[src/rtl/dna_pkg.sv]
// dna_pkg: shared definitions for the binary-to-DNA encoder.
//   - nucleotide ASCII codes A, C, G, T
//   - 2-bit symbol type (A=0, C=1, G=2, T=3) and its ASCII mapping
//   - letter/word widths and the encoder FSM state enum
package dna_pkg;

    localparam int unsigned NUCL_W       = 8;
    localparam int unsigned WORD_LETTERS = 5;
    localparam int unsigned WORD_W       = NUCL_W * WORD_LETTERS;

    localparam logic [NUCL_W-1:0] A = 8'h41;
    localparam logic [NUCL_W-1:0] C = 8'h43;
    localparam logic [NUCL_W-1:0] G = 8'h47;
    localparam logic [NUCL_W-1:0] T = 8'h54;

    typedef logic [1:0] sym_t;

    typedef enum logic [1:0] {
        IDLE   = 2'd0,
        ENCODE = 2'd1,
        DONE   = 2'd2
    } state_e;

    // Map a 2-bit symbol to its ASCII nucleotide letter.
    function automatic logic [NUCL_W-1:0] sym2ascii(input sym_t s);
        case (s)
            2'd0:    return A;
            2'd1:    return C;
            2'd2:    return G;
            default: return T;
        endcase
    endfunction

endpackage

[src/rtl/byte_to_pentamer.sv]
// byte_to_pentamer: combinational encoder of one byte into a 5-letter ASCII word.
//   data_i [7:0]  : message byte
//   word_c [39:0] : {l0,l1,l2,l3,l4}, l0 in the top byte
// l0/l1/l3 carry b[7:6]/b[5:4]/b[3:2]; l4 carries b[1:0] offset by l2, so a
// decoder recovers b[1:0] = (l4 - l2) mod 4 regardless of how l2 was chosen.
// Build option BIN_TO_DNA_HP_AVOID_EN: pick l2 to avoid equal neighbouring
// letters at positions 1-2, 2-3 and 3-4; otherwise l2 is fixed to A.
module byte_to_pentamer
    import dna_pkg::*;
(
    input  logic [7:0]        data_i,
    output logic [WORD_W-1:0] word_c
);

    sym_t l0, l1, l2, l3, l4, lo;

    always_comb begin
        l0 = sym_t'(data_i[7:6]);
        l1 = sym_t'(data_i[5:4]);
        l3 = sym_t'(data_i[3:2]);
        lo = sym_t'(data_i[1:0]);
        l2 = sym_t'(0);
`ifdef BIN_TO_DNA_HP_AVOID_EN
        // Scan downward so the last hit is the smallest legal symbol; three
        // exclusions over four values always leave at least one candidate.
        for (int s = 3; s >= 0; s--) begin
            if ((sym_t'(s) != l1) && (sym_t'(s) != l3) &&
                (sym_t'(lo + sym_t'(s)) != l3)) begin
                l2 = sym_t'(s);
            end
        end
`endif
        l4 = sym_t'(lo + l2);
        word_c = {sym2ascii(l0), sym2ascii(l1), sym2ascii(l2),
                  sym2ascii(l3), sym2ascii(l4)};
    end

endmodule

[src/rtl/bin_to_dna.sv]
// bin_to_dna: encodes an 8*NUM_BYTES-bit message into a 40*NUM_BYTES-bit ASCII
// DNA strand, one byte per clock, MSB byte first.
//   clk          : system clock, rising edge
//   resetN       : asynchronous active-low reset
//   start        : rising edge launches an encode (only while idle)
//   binary_msg   : message, sampled on the launch cycle only
//   dna          : strand; byte k occupies dna[(k+1)*40-1 -: 40]
//   finish_flag  : high once the strand is complete, held until next launch
//   busy         : high while encoding
// Build option BIN_TO_DNA_HP_AVOID_EN selects the homopolymer-avoiding letter
// choice inside byte_to_pentamer; the default build uses a fixed filler.
module bin_to_dna
    import dna_pkg::*;
#(
    parameter int unsigned NUM_BYTES = 8
) (
    input  logic                   clk,
    input  logic                   resetN,
    input  logic                   start,
    input  logic [8*NUM_BYTES-1:0] binary_msg,
    output logic [40*NUM_BYTES-1:0] dna,
    output logic                   finish_flag,
    output logic                   busy
);

    localparam int unsigned MSG_W = 8 * NUM_BYTES;
    localparam int unsigned DNA_W = WORD_W * NUM_BYTES;
    localparam int unsigned IDX_W = (NUM_BYTES > 1) ? $clog2(NUM_BYTES) : 1;
    localparam logic [IDX_W-1:0] LAST_IDX = IDX_W'(NUM_BYTES - 1);

    state_e            state_q, state_d;
    logic [IDX_W-1:0]  idx_q, idx_d;
    logic [MSG_W-1:0]  msg_q, msg_d;
    logic [DNA_W-1:0]  dna_q, dna_d;
    logic              finish_q, finish_d;
    logic              busy_q, busy_d;
    logic              start_q;
    logic              armed_q;
    logic              launch_c;
    logic [7:0]        byte_c;
    logic [WORD_W-1:0] word_c;

    // A start that is already high when reset releases must fall before it
    // can launch; armed_q records that start has been seen low.
    assign launch_c = start & ~start_q & armed_q;

    assign byte_c = msg_q[32'(idx_q) * 8 +: 8];

    byte_to_pentamer u_enc (
        .data_i (byte_c),
        .word_c (word_c)
    );

    // Start edge detection.
    always_ff @(posedge clk or negedge resetN) begin
        if (!resetN) begin
            start_q <= 1'b0;
            armed_q <= 1'b0;
        end else begin
            start_q <= start;
            armed_q <= armed_q | ~start;
        end
    end

    // State and datapath registers.
    always_ff @(posedge clk or negedge resetN) begin
        if (!resetN) begin
            state_q  <= IDLE;
            idx_q    <= '0;
            msg_q    <= '0;
            dna_q    <= '0;
            finish_q <= 1'b0;
            busy_q   <= 1'b0;
        end else begin
            state_q  <= state_d;
            idx_q    <= idx_d;
            msg_q    <= msg_d;
            dna_q    <= dna_d;
            finish_q <= finish_d;
            busy_q   <= busy_d;
        end
    end

    // Next-state and datapath control.
    always_comb begin
        state_d  = state_q;
        idx_d    = idx_q;
        msg_d    = msg_q;
        dna_d    = dna_q;
        finish_d = finish_q;
        busy_d   = busy_q;
        case (state_q)
            IDLE: begin
                if (launch_c) begin
                    msg_d    = binary_msg;
                    idx_d    = LAST_IDX;
                    dna_d    = '0;
                    finish_d = 1'b0;
                    busy_d   = 1'b1;
                    state_d  = ENCODE;
                end
            end
            ENCODE: begin
                dna_d[32'(idx_q) * WORD_W +: WORD_W] = word_c;
                if (idx_q != '0) begin
                    idx_d = idx_q - IDX_W'(1);
                end else begin
                    state_d = DONE;
                end
            end
            DONE: begin
                finish_d = 1'b1;
                busy_d   = 1'b0;
                state_d  = IDLE;
            end
            default: begin
                state_d = IDLE;
            end
        endcase
    end

    assign dna         = dna_q;
    assign finish_flag = finish_q;
    assign busy        = busy_q;

endmodule

[config.mk]
export PLATFORM = sky130hd
export DESIGN_NAME = bin_to_dna
export DESIGN_NICKNAME = d
export VERILOG_FILES = /design/src/rtl/dna_pkg.sv /design/src/rtl/byte_to_pentamer.sv /design/src/rtl/bin_to_dna.sv
export SDC_FILE = /design/constraint.sdc
export NUM_CORES = 1
export LEC_CHECK = 0
export ABC_AREA = 1
export BUFFER_PORTS_ARGS = -buffer_cell sky130_fd_sc_hd__buf_4
export CAP_MARGIN = 30
export CORE_AREA = 2 2 164 166
export DETAILED_ROUTE_END_ITERATION = 8
export DIE_AREA = 0 0 166 168
export GPL_TIMING_DRIVEN = 0
export PLACE_DENSITY = 0.86
export SYNTH_ARGS = -nofsm -noshare
export SYNTH_HDL_FRONTEND = slang
export SYNTH_SLANG_ARGS = --single-unit
[constraint.sdc]
create_clock -name clk -period 4.9 [get_ports clk]
set_input_delay 0.98 -clock clk [delete_from_list [all_inputs] [get_ports clk]]
set_output_delay 0.98 -clock clk [all_outputs]
set_load 0.01 [all_outputs]
==> results.txt <==
Status - finished, final reports clean
Placed cell area - 17900 µm²
Cell area after layout - 18870 µm²
Die height - 168 µm
#FFs+latches synth - 273
Initial Util - 0.5668
WL final - 61960 µm
Max_cap viols - 0
Critical Path AT - 5.33 ns
Top cells by area, synth - dfrtp_1, nand2_1, nand3_1
Antenna violations before repair - 0
Cell variety after synth - 37
Worst-Skew Late Latency - 0.58 ns
CTS sink cnt - 273
Worst slew margin - 0.2975
TNS Setup - 0 ns
First-pass GRT wire length - 93120 µm
Routability cong. - 1.023
Top_reg_cell synth - dfrtp_1
Crit path time final - 4.833 ns
Final setup viols - 0
Layout Nets - 2525
CP Launch Type - flip-flop
Detailed placement HPWL - 45500 µm
Largest area contributor in the netlist - dfrtp_1
Num CTS Buffers - 28
I/O pin cnt - 389
Cell row count - 60
Vias - 16460
Post-synthesis cell count - 2020
Post-synth EDFFs - 0
Register area share after synthesis - 0.4574
Largest net degree at the start of global routing - 104
Synth Warn # - 0
Least-Margin Pin Slew - 1.046 ns
Worst hold path class - primary input to asynchronous set/reset pin
Area delta synth->final - 26.33%
Via/cell ratio - 5.869
Final Cycle Share - 0.9863
Ant. Diodes - 0
CTS tree - done
Gr ovfl total - 0
Post-synthesis async set-or-reset flop share - 1.000
Post-CTS setup buffers - 0
Hold slack - 0.3679 ns
CP Capture Type - flip-flop
Final hold vios - 0
Post-synth top area share - 0.4574
Buffers on Ports - 268
Post-Syn Area - 14930 µm²
Critical Path RT - 5.40 ns
Mean Syn Cell Area - 7.393 µm²
FMAX - 0.2069 GHz
Worst Path Max Fanout - 10
Full die area - 27890 µm²
Clock Root Buffer - clkbuf_16
Total track usage - 0.4336
Chip width - 166 µm
Reg clk slew, reported paths - 0.07 ns
Clock Skew - 0.02584 ns
Clock buffer depth - 3
Final Max Slew Viols - 0
Layout cells sized above 1 - 0.2180
DRT Pass-1 Iters - 6
# hold bufs at CTS - 0
Core Region - 26350 µm²
DRT antenna net count - 0
RSZ-0062 raised after global routing - false
Routed WL per cell - 22.10 µm
DRC violation count after routing - 0
Iter 0 DRT Violations - 1961
Vias in the first global route - 16020
WS Path Type - flip-flop to flip-flop
H-Tree Depth - 1
-- synth_stat cells, types with 3 or more instances --
cell,instances
o21ai_1,19
o31ai_1,5
ha_1,17
o21ai_0,107
a21oi_1,11
buf_2,25
nand3_1,246
inv_2,15
nor2_1,113
buf_4,124
o211ai_1,3
clkbuf_1,46
o22ai_1,16
a31oi_1,4
clkinv_1,6
nand4_1,32
nand2_2,7
buf_1,16
dfrtp_1,273
nor2_4,11
inv_1,99
nor3_1,6
nor2_2,20
nand2_1,780
a22oi_1,4
-- final timing paths --
| check | start | endpoint | slack [ns] | depth (start not counted) |
|---|---|---|---|---|
| setup / recovery | idx_q[0] | dna[298] | 0.07 | 19 |
| hold / removal | resetN | dna[300] | 0.37 | 1 |
| setup reg to reg | idx_q[0] | dna[298] | 0.07 | 19 |
| hold reg to reg | armed_q | armed_q | 0.47 | 2 |
| max in group asynchronous | resetN | msg_q[0] | 3.59 | 2 |
| min in group clk | armed_q | armed_q | 0.47 | 2 |
-- repair_timing --
item / in CTS / in global routing
setup endpoints to repair: 5 / 31
hold endpoints to repair: 0 / 0
gates resized for setup: 2 / 5
-- through the flow --
| stage | cells | setup WS [ns] | util |
|---|---|---|---|
| final | 2804 | 0.06695 | 0.7160 |
| after detailed placement | 2752 | -0.006972 | 0.6794 |
| after global routing | 2804 | 0.02447 | 0.7160 |
| after CTS | 2804 | 0.03820 | 0.7154 |
| after floorplan | 2139 | 1.752 | - |
| after global placement | 2748 | 0.01516 | 0.6763 |
-- flip-flops by register name (all words and copies together) (netlist names) --
signal and cells:
start_q 1, state_q 2, armed_q 1, idx_q 3
busy 1, dna 200, finish_flag 1, msg_q 64
-- cells by family after synthesis --
kind of cell,count (synthesis),synth area share
fa+ha+maj,17,0.01424
simple gates,1219,0.3448
compound gates,177,0.06518
buf+inv,331,0.1165
other cells,1,0.0002511
xor+xnor,2,0.001676
flops,273,0.4574
-- metal layers --
layer,track usage,wire length (µm)
met5,0,0
met1,0.5234,21880
met4,0.2771,4629
met3,0.09144,6708
met2,0.7121,28750
-- cell type report --
| class | count | area [µm²] |
|---|---|---|
| sequential | 273 | 6832 |
| tap | 341 | 426.7 |
| timing repair buffer | 273 | 2106 |
| inverter | 120 | 450.4 |
| fill | 1921 | 7483 |
| multi-input combinational | 1535 | 6818 |
| clock buffer | 36 | 780.7 |
| clock inverter | 16 | 166.4 |
| buffer | 210 | 1287 |
-- cells in the final DEF (no fill, tap or decap), types with 4 or more instances in the layout --
cell	synthesis	layout
nor2_4	11	11
nor2_1	113	113
nand2_2	7	7
buf_1	16	16
nor2_2	20	20
o31ai_1	5	5
clkinv_2	0	5
buf_2	25	26
conb_1	1	120
inv_1	99	99
clkinvlp_4	0	4
o21ai_1	19	20
nand3_1	246	246
clkinv_1	6	6
o21ai_0	107	105
clkbuf_8	0	5
a22oi_1	4	4
clkbuf_1	46	46
ha_1	17	17
a21oi_1	11	10
nor3_1	6	6
nand4_1	32	32
dfrtp_1	273	273
o22ai_1	16	16
buf_4	124	391
clkinv_4	0	4
clkbuf_16	0	28
nand2_1	780	780
a31oi_1	4	4
inv_2	15	15
-- worst max-delay path, stage by stage (launching register included) --
cell and delay (ns):
dfrtp_1 0.44, buf_2 0.26, clkbuf_1 0.39, clkbuf_1 0.43, o21ai_0 0.16, o22ai_1 0.25
nor2_1 0.07, a31oi_1 0.26, ha_1 0.55, nor2_1 0.13, inv_1 0.35, nand2_1 0.09
nand2_1 0.21, nand2_1 0.08, nand2_1 0.27, nand2_1 0.07, o21ai_0 0.26, buf_2 0.30
nand3_1 0.11, nand2_1 0.07
Power is not shown: default switching activity piles up to over one toggle a cycle in this logic, so the estimate is an artifact.
